==> config.mk <==
export PLATFORM = sky130hd
export DESIGN_NAME = operand_entry_buffer
export DESIGN_NICKNAME = d
export VERILOG_FILES = /design/src/rtl/calc_pkg.sv /design/src/rtl/digit_shift_reg.sv /design/src/rtl/operand_entry_buffer.sv
export SDC_FILE = /design/constraint.sdc
export NUM_CORES = 1
export LEC_CHECK = 0
export ABC_AREA = 1
export CAP_MARGIN = 10
export CORE_MARGIN = 4
export CORE_UTILIZATION = 49
export DETAILED_ROUTE_END_ITERATION = 6
export PLACE_DENSITY_LB_ADDON = 0.3
export REMOVE_ABC_BUFFERS = 1
export SLEW_MARGIN = 20
export SYNTH_ARGS = -nofsm -noshare
export SYNTH_HDL_FRONTEND = slang
export SYNTH_HIERARCHICAL = 1
export SYNTH_SLANG_ARGS = --single-unit
==> constraint.sdc <==
create_clock -name clk -period 1.95 [get_ports clk]
set_clock_uncertainty 0.15 [all_clocks]
set_input_delay 0.39 -clock clk [delete_from_list [all_inputs] [get_ports clk]]
set_output_delay 0.39 -clock clk [all_outputs]
set_load 0.01 [all_outputs]
==> src/rtl/calc_pkg.sv <==
// Shared calculator datapath types and helpers.
// Holds the entry FSM state type, digit width and operand width helper.
package calc_pkg;

   typedef enum logic {
      ENTRY       = 1'b0,
      SHOW_RESULT = 1'b1
   } entry_state_t;

   localparam int DIGIT_W = 4;

   // Sign bit on top of DIGITS packed 4-bit digits.
   function automatic int op_width(input int digits);
      return digits * DIGIT_W + 1;
   endfunction

endpackage

==> src/rtl/digit_shift_reg.sv <==
// Operand entry register: digit shift-in, backspace, sign toggle, clear.
// Ports: clk/nrst; clr_i, shift_i, bksp_i, tog_i (one active at a time),
// restart_i (treat entry as empty first), digit_i; entry_o, sign_o, full_o.
module digit_shift_reg
   import calc_pkg::*;
#(
   parameter int DIGITS = 2,
   localparam int W     = DIGITS * DIGIT_W,
   localparam int CW    = $clog2(DIGITS + 1)
) (
   input  logic               clk,
   input  logic               nrst,
   input  logic               clr_i,
   input  logic               shift_i,
   input  logic               bksp_i,
   input  logic               tog_i,
   input  logic               restart_i,
   input  logic [DIGIT_W-1:0] digit_i,
   output logic [W-1:0]       entry_o,
   output logic               sign_o,
   output logic               full_o
);

   logic [W-1:0]  entry_q, entry_d;
   logic          sign_q, sign_d;
   logic [CW-1:0] cnt_q, cnt_d;

   always_comb begin
      entry_d = entry_q;
      sign_d  = sign_q;
      cnt_d   = cnt_q;
      if (clr_i) begin
         entry_d = '0;
         sign_d  = 1'b0;
         cnt_d   = '0;
      end else if (bksp_i) begin
         if (cnt_q != '0) begin
            entry_d = entry_q >> DIGIT_W;
            cnt_d   = cnt_q - 1'b1;
         end
      end else if (tog_i) begin
         if (restart_i) begin
            // Leaving the result view starts a fresh negative entry.
            entry_d = '0;
            cnt_d   = '0;
            sign_d  = 1'b1;
         end else begin
            sign_d = ~sign_q;
         end
      end else if (shift_i) begin
         if (restart_i) begin
            entry_d = W'(digit_i);
            cnt_d   = CW'(1);
            sign_d  = 1'b0;
         end else if (!full_o) begin
            // Shift truncates to W bits, so DIGITS==1 simply loads digit.
            entry_d = (entry_q << DIGIT_W) | W'(digit_i);
            cnt_d   = cnt_q + 1'b1;
         end
      end
   end

   always_ff @(posedge clk or negedge nrst) begin
      if (!nrst) begin
         entry_q <= '0;
         sign_q  <= 1'b0;
         cnt_q   <= '0;
      end else begin
         entry_q <= entry_d;
         sign_q  <= sign_d;
         cnt_q   <= cnt_d;
      end
   end

   assign entry_o = entry_q;
   assign sign_o  = sign_q;
   assign full_o  = (cnt_q == CW'(DIGITS));

endmodule

==> src/rtl/operand_entry_buffer.sv <==
// Keypad operand buffer: assembles sign-magnitude operands, commits them
// into NUM_OPS slots, latches ALU results and drives the display value.
// Ports: clk/nrst; keypad strobes (digit, store_digit, backspace,
// toggle_sign, commit, clear); result/result_ready from the ALU;
// ops/ops_valid/all_ready slot bank; ssdec/disp_sign display;
// overflow pulse; showing_result state flag.
module operand_entry_buffer
   import calc_pkg::*;
#(
   parameter int DIGITS  = 2,
   parameter int NUM_OPS = 2,
   parameter int OP_W    = op_width(DIGITS)
) (
   input  logic                    clk,
   input  logic                    nrst,
   input  logic [DIGIT_W-1:0]      digit,
   input  logic                    store_digit,
   input  logic                    backspace,
   input  logic                    toggle_sign,
   input  logic                    commit,
   input  logic                    clear,
   input  logic [OP_W-1:0]         result,
   input  logic                    result_ready,
   output logic [NUM_OPS*OP_W-1:0] ops,
   output logic [NUM_OPS-1:0]      ops_valid,
   output logic                    all_ready,
   output logic [DIGITS*4-1:0]     ssdec,
   output logic                    disp_sign,
   output logic                    overflow,
   output logic                    showing_result
);

   localparam int W  = DIGITS * DIGIT_W;
   localparam int PW = $clog2(NUM_OPS + 1);

   entry_state_t              state_q, state_d;
   logic [PW-1:0]             wr_ptr_q, wr_ptr_d;
   logic [NUM_OPS*OP_W-1:0]   ops_q, ops_d;
   logic [NUM_OPS-1:0]        vld_q, vld_d;
   logic [OP_W-1:0]           res_q, res_d;
   logic                      ovf_q, ovf_d;

   logic                      sr_clr, sr_shift, sr_bksp, sr_tog;
   logic [W-1:0]              entry;
   logic                      sign;
   logic                      full;
   logic                      can_commit;

   assign can_commit = (wr_ptr_q != PW'(NUM_OPS));

   digit_shift_reg #(
      .DIGITS(DIGITS)
   ) u_entry (
      .clk      (clk),
      .nrst     (nrst),
      .clr_i    (sr_clr),
      .shift_i  (sr_shift),
      .bksp_i   (sr_bksp),
      .tog_i    (sr_tog),
      .restart_i(state_q == SHOW_RESULT),
      .digit_i  (digit),
      .entry_o  (entry),
      .sign_o   (sign),
      .full_o   (full)
   );

   always_comb begin
      state_d  = state_q;
      wr_ptr_d = wr_ptr_q;
      ops_d    = ops_q;
      vld_d    = vld_q;
      res_d    = res_q;
      ovf_d    = 1'b0;
      sr_clr   = 1'b0;
      sr_shift = 1'b0;
      sr_bksp  = 1'b0;
      sr_tog   = 1'b0;
      priority case (1'b1)
         clear: begin
            sr_clr   = 1'b1;
            vld_d    = '0;
            wr_ptr_d = '0;
            state_d  = ENTRY;
         end
         result_ready: begin
            // The ALU consumed the operands, so the bank empties.
            res_d    = result;
            state_d  = SHOW_RESULT;
            vld_d    = '0;
            wr_ptr_d = '0;
            sr_clr   = 1'b1;
         end
         commit: begin
            if (can_commit) begin
               for (int k = 0; k < NUM_OPS; k++) begin
                  if (wr_ptr_q == PW'(k)) begin
                     ops_d[k*OP_W +: OP_W] = {sign, entry};
                     vld_d[k]              = 1'b1;
                  end
               end
               wr_ptr_d = wr_ptr_q + 1'b1;
               sr_clr   = 1'b1;
            end else begin
               ovf_d = 1'b1;
            end
         end
         backspace: begin
            sr_bksp = 1'b1;
         end
         toggle_sign: begin
            sr_tog  = 1'b1;
            state_d = ENTRY;
         end
         store_digit: begin
            sr_shift = 1'b1;
            state_d  = ENTRY;
            if (state_q == ENTRY && full) ovf_d = 1'b1;
         end
         default: ;
      endcase
   end

   always_ff @(posedge clk or negedge nrst) begin
      if (!nrst) begin
         state_q  <= ENTRY;
         wr_ptr_q <= '0;
         ops_q    <= '0;
         vld_q    <= '0;
         res_q    <= '0;
         ovf_q    <= 1'b0;
      end else begin
         state_q  <= state_d;
         wr_ptr_q <= wr_ptr_d;
         ops_q    <= ops_d;
         vld_q    <= vld_d;
         res_q    <= res_d;
         ovf_q    <= ovf_d;
      end
   end

   assign ops            = ops_q;
   assign ops_valid      = vld_q;
   assign all_ready      = &vld_q;
   assign overflow       = ovf_q;
   assign showing_result = (state_q == SHOW_RESULT);
   assign ssdec          = showing_result ? res_q[W-1:0] : entry;
   assign disp_sign      = showing_result ? res_q[OP_W-1] : sign;

endmodule

==> impl_results.md <==
* Netlist cell types at 19
* Least-Margin Pin Slew at between 0.5 and 0.6 ns
* Vias in the first global route at 1931
* Post-synth EDFFs at 0
* Top cells by area, synth: dfrtp_1, nand2_1, nand3_1
* Max Buffers Root-to-Sink at 2
* Crit Path Max Fanout at 5
* Final HPWL DP at ~4.2 mm
* Tcrit/Tclk final at 1.01
* DR iter-0 viols at between 150 and 200
* Clock sinks at 44
* Total number of vias at roughly 2100
* Most frequent cells in the layout: nand2_1, dfrtp_1, clkdlybuf4s50_1
* Worst Slack Setup Final at -0.0135 ns
* Post-synthesis cell count at ~270
* Failing checks: setup timing
* Die Width at roughly 75 µm
* Placed Cells at roughly 400
* Worst Setup End Kind: flop
* Post-Route WL at 5.87 mm
* Worst-Skew Late Latency at 0.29 ns
* IO buf count at 52
* Asr flop ratio synth at 1.00
* Reg2reg path depth at 11
* Most common library cell in the layout ignoring fill and taps: nand2_1
* DIE AREA at ~5600 µm²
* DRT antenna net count at 0
* #FFs+latches synth at between 40 and 50
* Final Hold Vio Count at 0
* Antenna Cells at 0
* Power Dens Cells at 682 nW/µm²
* GRT Total Usage at 0.217
* Root Buffer: clkbuf_8
* Fmax at just over 500 MHz
* Synth Flop Type: dfrtp_1
* Ports at 53
* FILL cells at approximately 340
* Mapped Area at between 2000 and 2500 µm²
* Area leader, netlist: dfrtp_1
* Setup WS pre-CTS at -0.294 ns
* CP startpoint: result_ready
* Largest net degree at the start of global routing at 45
* Layout cells sized above 1 at 0.229
* Slew margin rel. at 0.637
* Power, Total at around 2.1 mW
* Final min period at between 1.5 and 2 ns
* Worst Path Arrival at 2.05 ns
* Share of the synthesized area in the top cell type at 0.504
* CORE AREA at about 4300 µm²
* HP Class: input port to asynchronous set/reset pin
* Total CTS buffers at 5
* Final instance count without filler cells at 410
* First drt pass iteration count at 4
* Critical Path RT at between 2 and 2.5 ns
* Row cnt at 24
* Clock-pin slew on the worst setup and hold paths at about 0.080 ns
* Sequential area share after synthesis at 0.504
* GR Overflow Total at 0
* Global-route wire length before repair at 9.14 mm
* Worst R2R Setup Slack at ~0.070 ns
* Startpoint types: input port
* Area of the multi-input gates at between 1000 and 1500 µm²
* CP Class: input port to flop
* Peak VDD IR at 412 µV
* Final slew viol count at 0
* Vias per Instance at around 5
* NumNets Final at ~380
* P_leak at around 1.7 nW
* Layout overhead on the synthesized area at 42.8%
* DRC Markers at 0
* CTS H-tree lvls at 2
* Final setup violation count at 5
* Outcome: finished, violations left
* Avg Cell Area, Syn at 8.04 µm²
* Die Y at roughly 75 µm
* Origin of the critical flop-to-flop path: wr_ptr_q[0]
* Max-cap violations at 0
* Warnings from Yosys at 6
* Smallest hold slack at ~0.017 ns
* Initial antenna violation count at 0
* GPL Wtd Cong at between 0.9 and 1
* Initial Util at 0.505
* CTS tree: done
* Hold_buf cts at 0
* Flip-flop and latch area at around 1100 µm²
* WL per Instance at around 14 µm
flip-flops by register name, summed over array words and instances, names as in the netlist:
| signal | cells |
|---|---|
| u_entry/sign_o | 1 |
| ops_valid | 2 |
| ops | 18 |
| u_entry/entry_o | 8 |
| showing_result | 1 |
| res_q | 9 |
| u_entry/cnt_q | 2 |
| wr_ptr_q | 2 |
| overflow | 1 |
kinds of logic (layout without fill, tap and decap cells):
group,Yosys count,in the layout,share of synthesized area
flops,44,44,0.504
fa+ha+maj,5,5,0.0286
simple gates,172,174,0.331
mux,9,9,0.0464
buf+inv,31,115,0.0647
compound gates,11,11,0.0258
power by group:
part	leakage [nW]	switching (mW)	total, mW	internal, mW
Sequential	0.592	0.0356	1.00	0.966
Clock	0.0552	0.309	0.689	0.380
Combinational	1.01	0.236	0.437	0.201
Total	1.66	0.580	2.13	1.55
critical path, cell delays in order:
cell,delay [ns]
clkdlybuf4s50_1,0.47
inv_1,0.04
nand2_1,0.10
inv_2,0.06
nand2_2,0.10
nor2_2,0.06
buf_4,0.15
nor2_1,0.24
nor2_4,0.11
nor2_4,0.17
nand2_1,0.09
nand2_1,0.06
layer usage:
metal / part of all wire / track usage / up-vias
li1: - / - / 1030
met1: 0.41 / 0.271 / 972
met2: 0.51 / 0.371 / 78
met3: 0.069 / 0.0547 / 11
met4: 0.016 / 0.0632 / 0
met5: 0 / 0 / -
repair_timing:
action	in CTS	in global routing
setup endpoints to repair	12	21
endpoints found under the hold margin	0	0
pin swaps	0	3
resized for setup	24	27
setup buffers	0	1
gates cloned	0	3
synthesized netlist by cell type, types with 2 or more instances:
library cell,count
nand2_1,113
dfrtp_1,44
nand3_1,35
inv_1,22
nor2_1,16
mux2_2,9
a21oi_1,5
ha_1,5
o21ai_0,5
nand2_2,4
buf_2,2
buf_4,2
buf_6,2
inv_2,2
nor2_4,2
metrics by stage:
stage / setup TNS [ns] / utilization / instance area [µm²]
2_1_floorplan: 0 / - / 2130
3_3_place_gp: -2.23 / 0.681 / 2950
3_5_place_dp: -3.03 / 0.681 / 2950
4_1_cts: -0.0135 / 0.708 / 3060
5_1_grt: -0.768 / 0.722 / 3120
6_report: -0.0219 / 0.722 / 3120
area by class of cell:
class	count	share of cell area
clock buffers	6	0.0233
inverters	24	0.0289
repair buffers	83	0.236
clock inverters	2	0.0112
well taps	52	0.0209
flip-flops and latches	44	0.353
multi-input cells	199	0.327
worst paths after layout:
check,endpoint
worst max-delay path,u_entry/entry_o[4]
worst min-delay path,ops[17]
worst max register to register,u_entry/entry_o[4]
worst min register to register,res_q[0]
max in group asynchronous,showing_result
min in group clk,res_q[0]
Note: power is estimated with default switching activity, not from simulation.
